`config.mk`:
```
export PLATFORM = sky130hd
export DESIGN_NAME = piso_shiftreg
export DESIGN_NICKNAME = d
export VERILOG_FILES = /design/src/rtl/piso_shiftreg.sv
export SDC_FILE = /design/constraint.sdc
export NUM_CORES = 1
export LEC_CHECK = 0
export ABC_AREA = 1
export CAP_MARGIN = 20
export CORE_ASPECT_RATIO = 0.6
export CORE_UTILIZATION = 50
export DETAILED_ROUTE_END_ITERATION = 6
export GPL_TIMING_DRIVEN = 0
export PLACE_DENSITY = 0.73
export SLEW_MARGIN = 15
export SYNTH_ARGS = -nofsm -noshare
export SYNTH_HDL_FRONTEND = slang
export SYNTH_SLANG_ARGS = --single-unit
export TNS_END_PERCENT = 1
```
`constraint.sdc`:
```
create_clock -name i_clk -period 1.55 [get_ports i_clk]
set_input_delay 0.155 -clock i_clk [delete_from_list [all_inputs] [get_ports i_clk]]
set_output_delay 0.155 -clock i_clk [all_outputs]
set_load 0.005 [all_outputs]
```
`src/rtl/piso_shiftreg.sv`:
```
// piso_shiftreg: accepts a WIDTH-bit word over valid/ready and emits it one bit per enabled clock, with framing strobes.
// Latency: first bit on o_serial one cycle after acceptance; consecutive words stream with no idle bit between them.
// Backpressure: o_ready is low while the one-word holding register is occupied (and during reset); i_valid is ignored then.
//
// Ports:
//   i_clk, i_rst                 clock, synchronous active-high reset
//   i_data, i_valid, o_ready     parallel word input handshake
//   i_shift_en                   bit strobe; the current bit is consumed on an edge where it is 1
//   o_serial, o_bit_valid        serial data bit and its qualifier (o_serial is 0 when idle)
//   o_first, o_last              current bit is the first / final bit of its word
//   o_busy                       shifter active or a word waiting in the holding register
module piso_shiftreg #(
  parameter int WIDTH     = 8,
  parameter bit MSB_FIRST = 1'b1
) (
  input  logic             i_clk,
  input  logic             i_rst,
  input  logic [WIDTH-1:0] i_data,
  input  logic             i_valid,
  output logic             o_ready,
  input  logic             i_shift_en,
  output logic             o_serial,
  output logic             o_bit_valid,
  output logic             o_first,
  output logic             o_last,
  output logic             o_busy
);

  localparam int            CW       = $clog2(WIDTH);
  localparam logic [CW-1:0] LAST_IDX = CW'(WIDTH - 1);

  typedef enum logic {
    IDLE  = 1'b0,
    SHIFT = 1'b1
  } state_t;

  state_t           state;
  logic [WIDTH-1:0] hold_data;
  logic             hold_valid;
  logic [WIDTH-1:0] sreg;
  logic [CW-1:0]    cnt;

  logic             accept;
  logic             load;
  logic             step;
  logic             last_bit;
  logic [WIDTH-1:0] sreg_shifted;

  // The holding register is the only thing that can refuse a word.
  assign o_ready  = !hold_valid && !i_rst;
  assign accept   = i_valid && o_ready;

  assign step     = (state == SHIFT) && i_shift_en;
  assign last_bit = (cnt == LAST_IDX);

  // A held word enters the shifter either straight away when idle, or on the
  // same edge that consumes the final bit of the current word, so no idle bit
  // appears between consecutive words.
  assign load     = hold_valid && ((state == IDLE) || (step && last_bit));

  // Move the next bit toward the output end, zero-filling behind it.
  assign sreg_shifted = MSB_FIRST ? {sreg[WIDTH-2:0], 1'b0}
                                  : {1'b0, sreg[WIDTH-1:1]};

  always_ff @(posedge i_clk) begin
    if (i_rst) begin
      state      <= IDLE;
      hold_data  <= '0;
      hold_valid <= 1'b0;
      sreg       <= '0;
      cnt        <= '0;
    end else begin
      // accept and load never coincide: accept needs an empty holding
      // register, load needs a full one.
      if (accept) begin
        hold_data  <= i_data;
        hold_valid <= 1'b1;
      end

      if (load) begin
        sreg       <= hold_data;
        cnt        <= '0;
        state      <= SHIFT;
        hold_valid <= 1'b0;
      end else if (step) begin
        if (last_bit) begin
          state <= IDLE;
          sreg  <= '0;
          cnt   <= '0;
        end else begin
          sreg <= sreg_shifted;
          cnt  <= cnt + 1'b1;
        end
      end
    end
  end

  assign o_bit_valid = (state == SHIFT);
  assign o_serial    = o_bit_valid ? (MSB_FIRST ? sreg[WIDTH-1] : sreg[0]) : 1'b0;
  assign o_first     = o_bit_valid && (cnt == '0);
  assign o_last      = o_bit_valid && last_bit;
  assign o_busy      = (state == SHIFT) || hold_valid;

endmodule

```
==> flow_metrics.py <==
metrics = {
    "sta": {
        "finalSetupTns_ps": 0,
        "setup_ws_ps": 59.2,
        "max_freq_mhz": 671,
        "finalCritPeriodShare_pct": 96.2,
        "slew_headroom_pct": 76.8,
        "tightest_slew_ps": 348,
        "period_minus_slack_ps": 1490,
        "drv_slew": 0,
        "rsz0062_at_grt": "yes",
        "setup_viol": 0,
        "worst_hold_slack_ps": 218,
        "fin_skew_ps": 4.44,
        "hold_viol_final": 0,
    },
    "setup_path": {
        "crit_arrival_ps": 1340,
        "max_stage_delay_ps": 380,
        "regToRegSetupSlack_ps": 120,
        "worstPathRequired_ps": 1390,
        "cp_cell_sequence": "buf_6 > inv_1 > ha_1 > nand2_1 > nor2_1 > clkdlybuf4s15_1",
        "path_buf_inv": 3,
        "end_kind": "output port",
        "critPathKind": "reg -> out",
        "cpLargestDelayFamily": "flip-flops",
        "startpoint_type": "register",
        "critPathMaxFanout": 3,
        "slowest_stage": "dfxtp_4",
    },
    "global_route": {
        "grt_pass1_wl_um": 3910,
        "grt_max_degree": 14,
        "grtUsageTotal_pct": 22.2,
        "gr-usage-met1_pct": 28.8,
        "overflow": 0,
        "use_met3_pct": 6.25,
        "busiest_layer": "met2",
        "first_global_vias": 875,
        "grt_antenna_before_repair": 0,
        "met2_usage_pct": 38.2,
    },
    "die": {
        "die_w_um": 62.1,
        "core_sq_um": 1940,
        "num_rows": 12,
        "die_area_sq_um": 2360,
        "fp.dieH_um": 38.1,
        "initial_core_util_pct": 55.9,
        "boundaryPins": 18,
    },
    "min_path": {
        "min_path_type": "in -> reg",
    },
    "cts": {
        "clock_latency_ps": 310,
        "cts_buffers": 3,
        "clkTransAtPathRegs_ps": 120,
        "cts_tree": "done",
        "cts_root_buffer": "clkbuf_4",
        "h-tree-depth": 1,
        "ctsHoldBuffers": 0,
        "clock-sinks": 21,
        "clockBufferDepth": 2,
    },
    "synth": {
        "syn_inst": 153,
        "synth_area_sq_um": 1080,
        "yosysTopAreaCellShare_pct": 38.8,
        "yosys.cell_types.count": 18,
        "avgSynthCellArea_sq_um": 7.08,
        "synth_fp_nets": 168,
        "synth_area_leaders": "dfxtp_1, nand3_1, nand2_1, inv_1, nand2_4",
        "ys_warn_count": 0,
        "synth_top_area_cell": "dfxtp_1",
        "synth_seq_cells": 21,
        "ys_seq_area_share_pct": 38.8,
    },
    "finish": {
        "nets": 193,
        "antennaDiodeCount": 0,
        "area_growth_pct": 27.9,
        "fin_util_pct": 71.6,
        "fillers": 162,
        "drive_gt1_share_pct": 20.3,
        "stdcell_area_sq_um": 1390,
    },
    "route": {
        "drc": 0,
        "first_iter_violations": 61,
        "routedWlPerCell_um": 11.5,
        "viasPerCell": 4.90,
        "drtAntennaViolNets": 0,
        "vias": 1004,
        "wirelength_um": 2360,
        "dr.pass1.iters": 5,
    },
    "placement": {
        "placed_cell_area_sq_um": 1280,
        "pre_cts_ws_ps": -156,
        "gp_congestion": 0.764,
        "portBuffers": 16,
        "place_hpwl_um": 1740,
    },
    "pwr": {
        "p_per_area_nw_per_um2": 825,
        "vdd_ir_drop_max_v": 0.000530,
        "p_leak_nw": 0.709,
    },
    "job": {
        "maxCapViolations": 0,
    },
    "status": {
        "status": "complete, no violations",
    },
}
## stage by stage
step,std cells,power (W)
after detailed placement,197,0.000872
after CTS,203,0.00114
final,205,0.00114
after global placement,197,0.000862
after global routing,205,0.00121
after floorplan,153,0.000784
## worst paths after layout
kind	from	end	cells past startpoint
worst max register to register	cnt[0]	cnt[1]	7
worst min-delay path	i_valid	hold_data[5]	3
worst max-delay path	cnt[0]	o_first	6
worst min register to register	hold_data[3]	hold_data[3]	2
## worst register-to-register path: stages (launching register included)
cell and delay [ps]:
dfxtp_4 380, ha_4 160, ha_4 160, buf_6 110, buf_4 160, nor3_1 230
a21oi_1 70, nor2_1 100
## cells in the final DEF, fill, tap and decap left out
cell type / n
clkdlybuf4s15_1: 1
ha_4: 2
clkbuf_2: 1
nand3_1: 33
dlygate4sd2_1: 1
clkbuf_1: 1
buf_2: 1
dfxtp_4: 2
a21oi_1: 6
clkinvlp_4: 1
dfxtp_1: 17
o21ai_2: 3
ha_1: 1
buf_4: 3
inv_4: 1
buf_6: 4
nor2_4: 1
nand2_2: 2
buf_8: 1
inv_2: 5
clkbuf_4: 3
nand2_4: 4
dfxtp_2: 2
o21ai_0: 4
nor3_1: 2
inv_1: 23
nor2_1: 10
dlymetal6s2s_1: 2
clkdlybuf4s50_1: 11
nand2_1: 29
## power breakdown
group | internal (W) | switching (W)
Clock | 0.0000984 | 0.000177
Combinational | 0.000120 | 0.000139
Sequential | 0.000582 | 0.0000278
## state kept, by name (all words and copies together), names as in the netlist
name,flops
cnt,3
hold_data,8
hold_valid,1
o_bit_valid,1
sreg,8
## metal layers
metal	wire length (um)	vias up
met1	1220	450
met5	0	-
met4	0	0
li1	-	526
met3	124	0
met2	1010	28
## Yosys cell counts
cell       n
o21ai_0    4
nand2_4    4
inv_2      5
buf_2      2
nand3_1   33
dfxtp_1   21
nor3_1     2
ha_1       3
nand2_1   29
buf_6      3
nor2_1    10
clkbuf_1   1
nand2_2    2
inv_4      1
nor2_4     1
inv_1     23
a21oi_1    6
o21ai_2    3
## cells by family (layout without fill, tap and decap cells)
logic type	Yosys count	after routing	synth area share (%)
AND/OR/NAND/NOR	81	81	36.0
buffers and inverters	35	59	14.7
flip-flops	21	21	38.8
AO/OA/AOI/OAI	13	13	7.04
adder cells (fa/ha/maj)	3	3	3.46
## layout make-up
cell class,instances,area [sq um],share of cell area (%)
Multi-Input combinational cell,97,529,38.2
Sequential cell,21,430,31.0
Clock buffer,3,22.5,1.62
Buffer,6,57.6,4.15
Clock inverter,1,7.51,0.542
Timing Repair Buffer,20,193,13.9
Inverter,29,111,8.03
Tap cell,28,35.0,2.53
## timing repair
item                                    4_1_cts  5_1_grt
pin swaps                                     0        0
gates resized for setup                      15        7
setup buffers                                 2        2
endpoints found under the hold margin         0        0
endpoints found under the setup margin        5        4
Note: power is estimated with default switching activity, not from simulation.
